$ cat config.mk
export PLATFORM = sky130hd
export DESIGN_NAME = div_sequencer_flat
export DESIGN_NICKNAME = d
export VERILOG_FILES = /design/src/rtl/div_sequencer_if.sv /design/src/rtl/div_sequencer.sv /design/src/flat_wrapper.sv
export SDC_FILE = /design/constraint.sdc
export NUM_CORES = 1
export LEC_CHECK = 0
export ABC_AREA = 1
export CAP_MARGIN = 20
export CORE_ASPECT_RATIO = 1.75
export CORE_MARGIN = 5
export CORE_UTILIZATION = 60
export CTS_CLUSTER_SIZE = 14
export DETAILED_ROUTE_END_ITERATION = 16
export GPL_TIMING_DRIVEN = 0
export PLACE_DENSITY_LB_ADDON = 0.15
export SYNTH_ARGS = -nofsm -noshare
export SYNTH_HDL_FRONTEND = slang
export SYNTH_SLANG_ARGS = --single-unit
export TNS_END_PERCENT = 5
$ cat constraint.sdc
create_clock -name clk_i -period 5.5 [get_ports clk_i]
set_input_delay 1.375 -clock clk_i [delete_from_list [all_inputs] [get_ports clk_i]]
set_output_delay 1.375 -clock clk_i [all_outputs]
set_load 0.005 [all_outputs]
$ cat src/rtl/div_sequencer_if.sv
// Divide-unit request/response bundle between execute-stage control (master) and the sequencer (slave).
interface div_sequencer_if #(
    parameter int XLEN = 32
);
    logic            start_i;
    logic [1:0]      op_i;
    logic [XLEN-1:0] a_i;
    logic [XLEN-1:0] b_i;
    logic            flush_i;
    logic            busy_o;
    logic            stall_o;
    logic            done_o;
    logic [XLEN-1:0] result_o;

    modport master (
        output start_i, op_i, a_i, b_i, flush_i,
        input  busy_o, stall_o, done_o, result_o
    );

    modport slave (
        input  start_i, op_i, a_i, b_i, flush_i,
        output busy_o, stall_o, done_o, result_o
    );
endinterface

$ cat src/rtl/div_sequencer.sv
// Radix-2 restoring DIV/DIVU/REM/REMU sequencer for the execute stage.
// Latency: XLEN+2 cycles normally, 1 cycle for divide-by-zero and signed overflow.
// Backpressure: stall_o holds upstream until DONE; start_i is ignored while busy, flush_i aborts.
module div_sequencer #(
    parameter int XLEN = 32
) (
    input  logic            clk_i,
    input  logic            rst_i,
    div_sequencer_if.slave  bus
);
    localparam int CW = $clog2(XLEN + 1);

    typedef enum logic [1:0] {
        S_IDLE,
        S_CALC,
        S_FIX,
        S_DONE
    } state_t;

    state_t          state_q, state_d;
    logic [CW-1:0]   cnt_q, cnt_d;
    logic            rsel_q, rsel_d;     // 1: remainder, 0: quotient
    logic            qneg_q, qneg_d;
    logic            rneg_q, rneg_d;
    logic [XLEN-1:0] quot_q, quot_d;
    logic [XLEN-1:0] rem_q, rem_d;
    logic [XLEN-1:0] div_q, div_d;
    logic [XLEN-1:0] result_q, result_d;

    logic            launch;
    logic            signed_op;
    logic            ovf;
    logic [XLEN-1:0] abs_a;
    logic [XLEN-1:0] abs_b;
    logic [XLEN:0]   shifted;
    logic [XLEN:0]   trial;

    always_comb begin
        launch    = bus.start_i & ~bus.flush_i;
        signed_op = ~bus.op_i[0];
        ovf       = signed_op
                  & (bus.a_i == {1'b1, {(XLEN-1){1'b0}}})
                  & (bus.b_i == {XLEN{1'b1}});
        abs_a     = (signed_op & bus.a_i[XLEN-1]) ? -bus.a_i : bus.a_i;
        abs_b     = (signed_op & bus.b_i[XLEN-1]) ? -bus.b_i : bus.b_i;
        // The top bit of trial is the borrow: set means the partial remainder was smaller than the divisor.
        shifted   = {rem_q, quot_q[XLEN-1]};
        trial     = shifted - {1'b0, div_q};
    end

    always_comb begin
        state_d  = state_q;
        cnt_d    = cnt_q;
        rsel_d   = rsel_q;
        qneg_d   = qneg_q;
        rneg_d   = rneg_q;
        quot_d   = quot_q;
        rem_d    = rem_q;
        div_d    = div_q;
        result_d = result_q;

        case (state_q)
            S_IDLE: begin
                if (launch) begin
                    rsel_d = bus.op_i[1];
                    if (bus.b_i == '0) begin
                        result_d = bus.op_i[1] ? bus.a_i : {XLEN{1'b1}};
                        state_d  = S_DONE;
                    end else if (ovf) begin
                        result_d = bus.op_i[1] ? '0 : bus.a_i;
                        state_d  = S_DONE;
                    end else begin
                        quot_d  = abs_a;
                        div_d   = abs_b;
                        rem_d   = '0;
                        qneg_d  = signed_op & (bus.a_i[XLEN-1] ^ bus.b_i[XLEN-1]);
                        rneg_d  = signed_op & bus.a_i[XLEN-1];
                        cnt_d   = CW'(XLEN);
                        state_d = S_CALC;
                    end
                end
            end
            S_CALC: begin
                if (bus.flush_i) begin
                    state_d = S_IDLE;
                end else begin
                    quot_d = {quot_q[XLEN-2:0], ~trial[XLEN]};
                    rem_d  = trial[XLEN] ? shifted[XLEN-1:0] : trial[XLEN-1:0];
                    cnt_d  = cnt_q - CW'(1);
                    if (cnt_q == CW'(1)) begin
                        state_d = S_FIX;
                    end
                end
            end
            S_FIX: begin
                if (bus.flush_i) begin
                    state_d = S_IDLE;
                end else begin
                    if (rsel_q) begin
                        result_d = rneg_q ? -rem_q : rem_q;
                    end else begin
                        result_d = qneg_q ? -quot_q : quot_q;
                    end
                    state_d = S_DONE;
                end
            end
            S_DONE: begin
                state_d = S_IDLE;
            end
            default: begin
                state_d = S_IDLE;
            end
        endcase
    end

    always_ff @(posedge clk_i or posedge rst_i) begin
        if (rst_i) begin
            state_q  <= S_IDLE;
            cnt_q    <= '0;
            rsel_q   <= 1'b0;
            qneg_q   <= 1'b0;
            rneg_q   <= 1'b0;
            quot_q   <= '0;
            rem_q    <= '0;
            div_q    <= '0;
            result_q <= '0;
        end else begin
            state_q  <= state_d;
            cnt_q    <= cnt_d;
            rsel_q   <= rsel_d;
            qneg_q   <= qneg_d;
            rneg_q   <= rneg_d;
            quot_q   <= quot_d;
            rem_q    <= rem_d;
            div_q    <= div_d;
            result_q <= result_d;
        end
    end

    // stall_o drops in DONE so the pipeline captures result_o on the same edge.
    always_comb begin
        bus.busy_o   = (state_q != S_IDLE);
        bus.done_o   = (state_q == S_DONE);
        bus.stall_o  = ((state_q == S_IDLE) & launch)
                     | (state_q == S_CALC)
                     | (state_q == S_FIX);
        bus.result_o = result_q;
    end
endmodule

$ cat src/flat_wrapper.sv
// flat-port wrapper written by rule: the top's interface ports become plain ports
module div_sequencer_flat 
#(
    parameter int XLEN = 32
)
  (clk_i, rst_i, bus_start_i, bus_op_i, bus_a_i, bus_b_i, bus_flush_i, bus_busy_o, bus_stall_o, bus_done_o, bus_result_o);
  div_sequencer_if #(.XLEN(XLEN)) bus_i ();
  input  logic clk_i;
  input  logic rst_i;
  input wire logic [$bits(bus_i.start_i)-1:0] bus_start_i;
  input wire logic [$bits(bus_i.op_i)-1:0] bus_op_i;
  input wire logic [$bits(bus_i.a_i)-1:0] bus_a_i;
  input wire logic [$bits(bus_i.b_i)-1:0] bus_b_i;
  input wire logic [$bits(bus_i.flush_i)-1:0] bus_flush_i;
  output wire logic [$bits(bus_i.busy_o)-1:0] bus_busy_o;
  output wire logic [$bits(bus_i.stall_o)-1:0] bus_stall_o;
  output wire logic [$bits(bus_i.done_o)-1:0] bus_done_o;
  output wire logic [$bits(bus_i.result_o)-1:0] bus_result_o;
  assign bus_i.start_i = bus_start_i;
  assign bus_i.op_i = bus_op_i;
  assign bus_i.a_i = bus_a_i;
  assign bus_i.b_i = bus_b_i;
  assign bus_i.flush_i = bus_flush_i;
  assign bus_busy_o = bus_i.busy_o;
  assign bus_stall_o = bus_i.stall_o;
  assign bus_done_o = bus_i.done_o;
  assign bus_result_o = bus_i.result_o;
  div_sequencer #(.XLEN(XLEN)) u_core (.clk_i(clk_i), .rst_i(rst_i), .bus(bus_i));
endmodule
======== Word level (Yosys, flattened, before mapping) ========
Cells that the tools add are included.
W data, S select, Z words.
cells by class
  $add $sub $neg .......................... 6
  equal/unequal tests ..................... 13
  multiplexer cells ....................... 35
  bitwise operators ....................... 15
  reductions and logical operators ........ 10
operators with widths
  operator                count
  $mux W32                20
  $pmux W32 S2            3
  $neg A32 Y32            4
  $eq A32 B32 Y1 const B  2
  $sub A33 B32 Y33        1
  $logic_not A32 Y1       1
  $mux W6                 4
  $mux W2                 6
  $pmux W6 S2             1
  $ne A2 B2 Y1 const B    4
  $pmux W2 S4             1
  $reduce_and A4 Y1       2
  $and A1 B1 Y1           7
  $eq A6 B1 Y1 const B    1
  $reduce_bool A2 Y1      3
  $sub A6 B1 Y6 const B   1
  $not A1 Y1              5
  $reduce_and A5 Y1       1
  $eq A2 B2 Y1 const B    2
  $reduce_and A2 Y1       2
  $ne A3 B1 Y1 const B    1
  $ne A3 B2 Y1 const B    1
  $eq A2 B1 Y1 const B    1
  $logic_not A2 Y1        1
  other kinds (3)         4
storage, ports and cells
  bits in registers ....................... 139
  input bits .............................. 70
  output and inout bits ................... 35
  logic and storage cells ................. 88

======== Logic depth before layout (Yosys ltp) ========
  word-level depth ........................ 7
  gate-level depth with buffers ........... 18
  mapped depth without buffers ............ 17

======== Least setup slack after synthesis ========
No wires, ideal clock.
  path kind ............................... input-to-output
  from .................................... in bus_flush_i
  to ...................................... out bus_stall_o
  data arrival time ....................... 1.769 ns
  required time ........................... 4.125 ns
  slack ................................... 2.356 ns
  cell stages on the path ................. 5
  path buffers ............................ 0
  cells stage by stage .................... inv_1 -> nand2_1 -> inv_1 -> nor2_1 -> nor2_1
on the way
  cells in the longest elaborated chain, start to end .. 5
ends and longest elaborated chain
  what           line                  text
  from (decl)    flat_wrapper.sv:14    input wire logic [$bits(bus_i.flush_i)-1:0] bus_flush_i;
  $not A1 Y1     div_sequencer.sv:39   launch = bus.start_i & ~bus.flush_i;
  $and A1 B1 Y1  div_sequencer.sv:39
  $and A1 B1 Y1  div_sequencer.sv:144  bus.stall_o = ((state_q == S_IDLE) & launch)
  $or A1 B1 Y1   div_sequencer.sv:145  | (state_q == S_CALC)
  $or A1 B1 Y1   div_sequencer.sv:146  | (state_q == S_FIX);
  to (decl)      flat_wrapper.sv:16    output wire logic [$bits(bus_i.stall_o)-1:0] bus_stall_o;
Every way passes these cells.

======== Worst setup path after layout ========
Same ends and word-level chain as after synthesis.

==> results.sh <==
export IMPL_outcome="complete, no violations"
export IMPL_grt_pass1_vias=15519
export IMPL_place_area_sq_um=15000
export IMPL_postSynthAreaPerCell_sq_um=5.77
export IMPL_antenna_cells=0
export IMPL_grt_remaining_overflow=0
export IMPL_final_common_cell="nand2_1"
export IMPL_peakVddDrop_mv=0.350
export IMPL_slowest_stage="clkdlybuf4s50_1"
export IMPL_min_from="u_core.bus.result_o[13]$_DFFE_PP0P_"
export IMPL_rows=73
export IMPL_via_per_inst=5.79
export IMPL_synth_edf_count=0
export IMPL_period_needed_ns=4.23
export IMPL_r2r_start="u_core.quot_q[31]$_DFFE_PP0P_"
export IMPL_worstMarginPinSlew_ns=0.856
export IMPL_total_leakage_power_nw=8.42
export IMPL_syn_inst=2358
export IMPL_die_w_um=124
export IMPL_power_mw=8.74
export IMPL_rsz0062_at_grt="no"
export IMPL_path_class="in2out"
export IMPL_cts_made_buffers=17
export IMPL_syn_area_sq_um=13600
export IMPL_io_pins=105
export IMPL_dp_hpwl_um=41800
export IMPL_synth_cell_types=42
export IMPL_dieArea_sq_um=25900
export IMPL_chipHeight_um=209
export IMPL_skew_ns=0.00895
export IMPL_synth_warnings=0
export IMPL_post_route_cell_area_sq_um=15700
export IMPL_ys_dominant_reg_cell="dfrtp_1"
export IMPL_ant_nets=0
export IMPL_grt_pass1_wl_um=80000
export IMPL_setup_viol=0
export IMPL_antenna_found_initial=0
export IMPL_htreeDepth=4
export IMPL_postCtsSetupBuffers=0
export IMPL_r2r_cells=16
export IMPL_utilization=0.696
export IMPL_min_delay_path_depth=2
export IMPL_finalCritPeriodShare=0.769
export IMPL_start_util=0.603
export IMPL_hold_end="u_core.bus.result_o[13]$_DFFE_PP0P_"
export IMPL_min_path_type="reg2reg"
export IMPL_area_growth_pct=15.4
export IMPL_reg2reg_setup_slack_ns=2.49
export IMPL_remaining_drc_errors=0
export IMPL_maxCapViolations=0
export IMPL_maxSlewViolCount=0
export IMPL_drt_wl_total_um=52200
export IMPL_end_kind="primary output"
export IMPL_path_cells="clkdlybuf4s50_1 -> inv_1 -> nand2_1 -> inv_1 -> nor2_1 -> nor2_1 -> clkdlybuf4s50_1"
export IMPL_clk_latency_ns=0.45
export IMPL_clock_path_buffers=2
export IMPL_cp_required_ns=4.12
export IMPL_fmax_mhz=236
export IMPL_cts_tree="built"
export IMPL_start_kind="primary input"
export IMPL_cts_root_buffer="clkbuf_16"
export IMPL_crit_start="bus_flush_i"
export IMPL_gp_congestion=1.07
export IMPL_grt_max_degree=83
export IMPL_track_usage=0.406
export IMPL_syn_nets=2468
export IMPL_cts_hold_buf=0
export IMPL_hold_viol=0
export IMPL_coreArea_sq_um=22600
export IMPL_drive_gt1_frac=0.0413
export IMPL_post_cts_resized=0
export IMPL_nets=2591
export IMPL_portBuffers=103
export IMPL_r2r_end="u_core.rem_q[4]$_DFFE_PP0P_"
export IMPL_relSlewSlack=0.424
export IMPL_firstDrtPassIters=8
export IMPL_clk_pin_slew_ns=0.06
export IMPL_wl_per_cell_um=18.7
export IMPL_num_vias=16175
export IMPL_clock_sinks=139
export IMPL_detail_route_iter0_violations=1618
export IMPL_async_flop_share=1.00
export IMPL_worst_ep_arrival_time_ns=2.86
export IMPL_critPathMaxStageDelay_ns=0.55
export IMPL_layout_common_cells="nand2_1, nand3_1, inv_1, nor2_1, o21ai_0"
export IMPL_cp_max_fo=3
export IMPL_yosys_register_bits=139
export IMPL_yosysSeqAreaShare=0.256
export IMPL_p_per_area_nw_per_um2=557
[stage by stage]
step	cells	setup slack, ns	TNS [ns]	hold slack [ns]
4_1_cts	2794	1.27	0	0.481
3_3_place_gp	2761	-1.41	-193.16	0.462
6_report	2794	1.27	0	0.475
2_1_floorplan	2358	0.400	0	0.449
5_1_grt	2794	1.18	0	0.489
3_5_place_dp	2762	1.27	0	0.464
[Yosys cell counts (16+ instances only)]
cell / number / area share
ha_1: 39 / 0.036
o21ai_0: 144 / 0.053
dfrtp_1: 139 / 0.26
clkbuf_1: 36 / 0.0099
nand4_1: 40 / 0.018
a21oi_1: 58 / 0.021
nor2_1: 200 / 0.055
xor2_1: 36 / 0.023
xnor2_1: 16 / 0.010
nand3_1: 326 / 0.12
buf_2: 23 / 0.0085
nand2_1: 852 / 0.24
o21ai_1: 36 / 0.013
inv_1: 306 / 0.084
[how the worst max path moves through the flow]
| stage | end | slack [ns] | cells after the start |
|---|---|---|---|
| global placement | u_core.cnt_q[0]$_DFFE_PP0P_ | -1.41 | 2 |
| floorplan | u_core.bus.result_o[0]$_DFFE_PP0P_ | 0.40 | 1 |
| global route | bus_stall_o | 1.18 | 7 |
| detailed placement | bus_stall_o | 1.27 | 7 |
| finish | bus_stall_o | 1.27 | 7 |
| CTS | bus_stall_o | 1.27 | 7 |
[kinds of logic (layout without fill, tap and decap cells)]
| kind of cell | count (synthesis) | in the layout | share of synthesized area |
|---|---|---|---|
| flops | 139 | 139 | 0.256 |
| fa+ha+maj | 40 | 40 | 0.0373 |
| buf+inv | 394 | 530 | 0.117 |
| compound gates | 260 | 260 | 0.0993 |
| xor+xnor | 52 | 52 | 0.0335 |
| simple gates | 1473 | 1473 | 0.457 |
[where the power goes]
part / switching (mW) / internal, mW
sequential: 0.358 / 1.43
combinational: 3.83 / 1.81
clock: 0.493 / 0.818
total: 4.69 / 4.06
[worst max-delay path: cells and delay by family]
kind                   cells  cell delay, ns
buffers and inverters      4            1.13
AND/OR/NAND/NOR            3            0.35
[layer usage]
layer	vias to the layer above	share of wire	GRT usage
li1	7750	-	-
met1	7327	0.33	0.398
met2	811	0.49	0.685
met3	287	0.066	0.0777
met4	0	0.12	0.393
met5	-	0	0
[sequential cells by signal, indices dropped and copies added (netlist names)]
register	flops
u_core.quot_q	32
u_core.cnt_q	6
u_core.div_q	32
u_core.qneg_q	1
u_core.rem_q	32
u_core.rsel_q	1
u_core.state_q	2
u_core.bus.result_o	32
u_core.rneg_q	1
[layout make-up]
class	count	area, sq um
timing repair buffer	104	1060
fill	2132	6860
inverter	313	1180
clock buffer	18	439
sequential	139	3480
multi-input combinational	1825	8530
buffer	81	417
tap	300	375
clock inverter	14	215
Power figures use the tool's default switching activity.
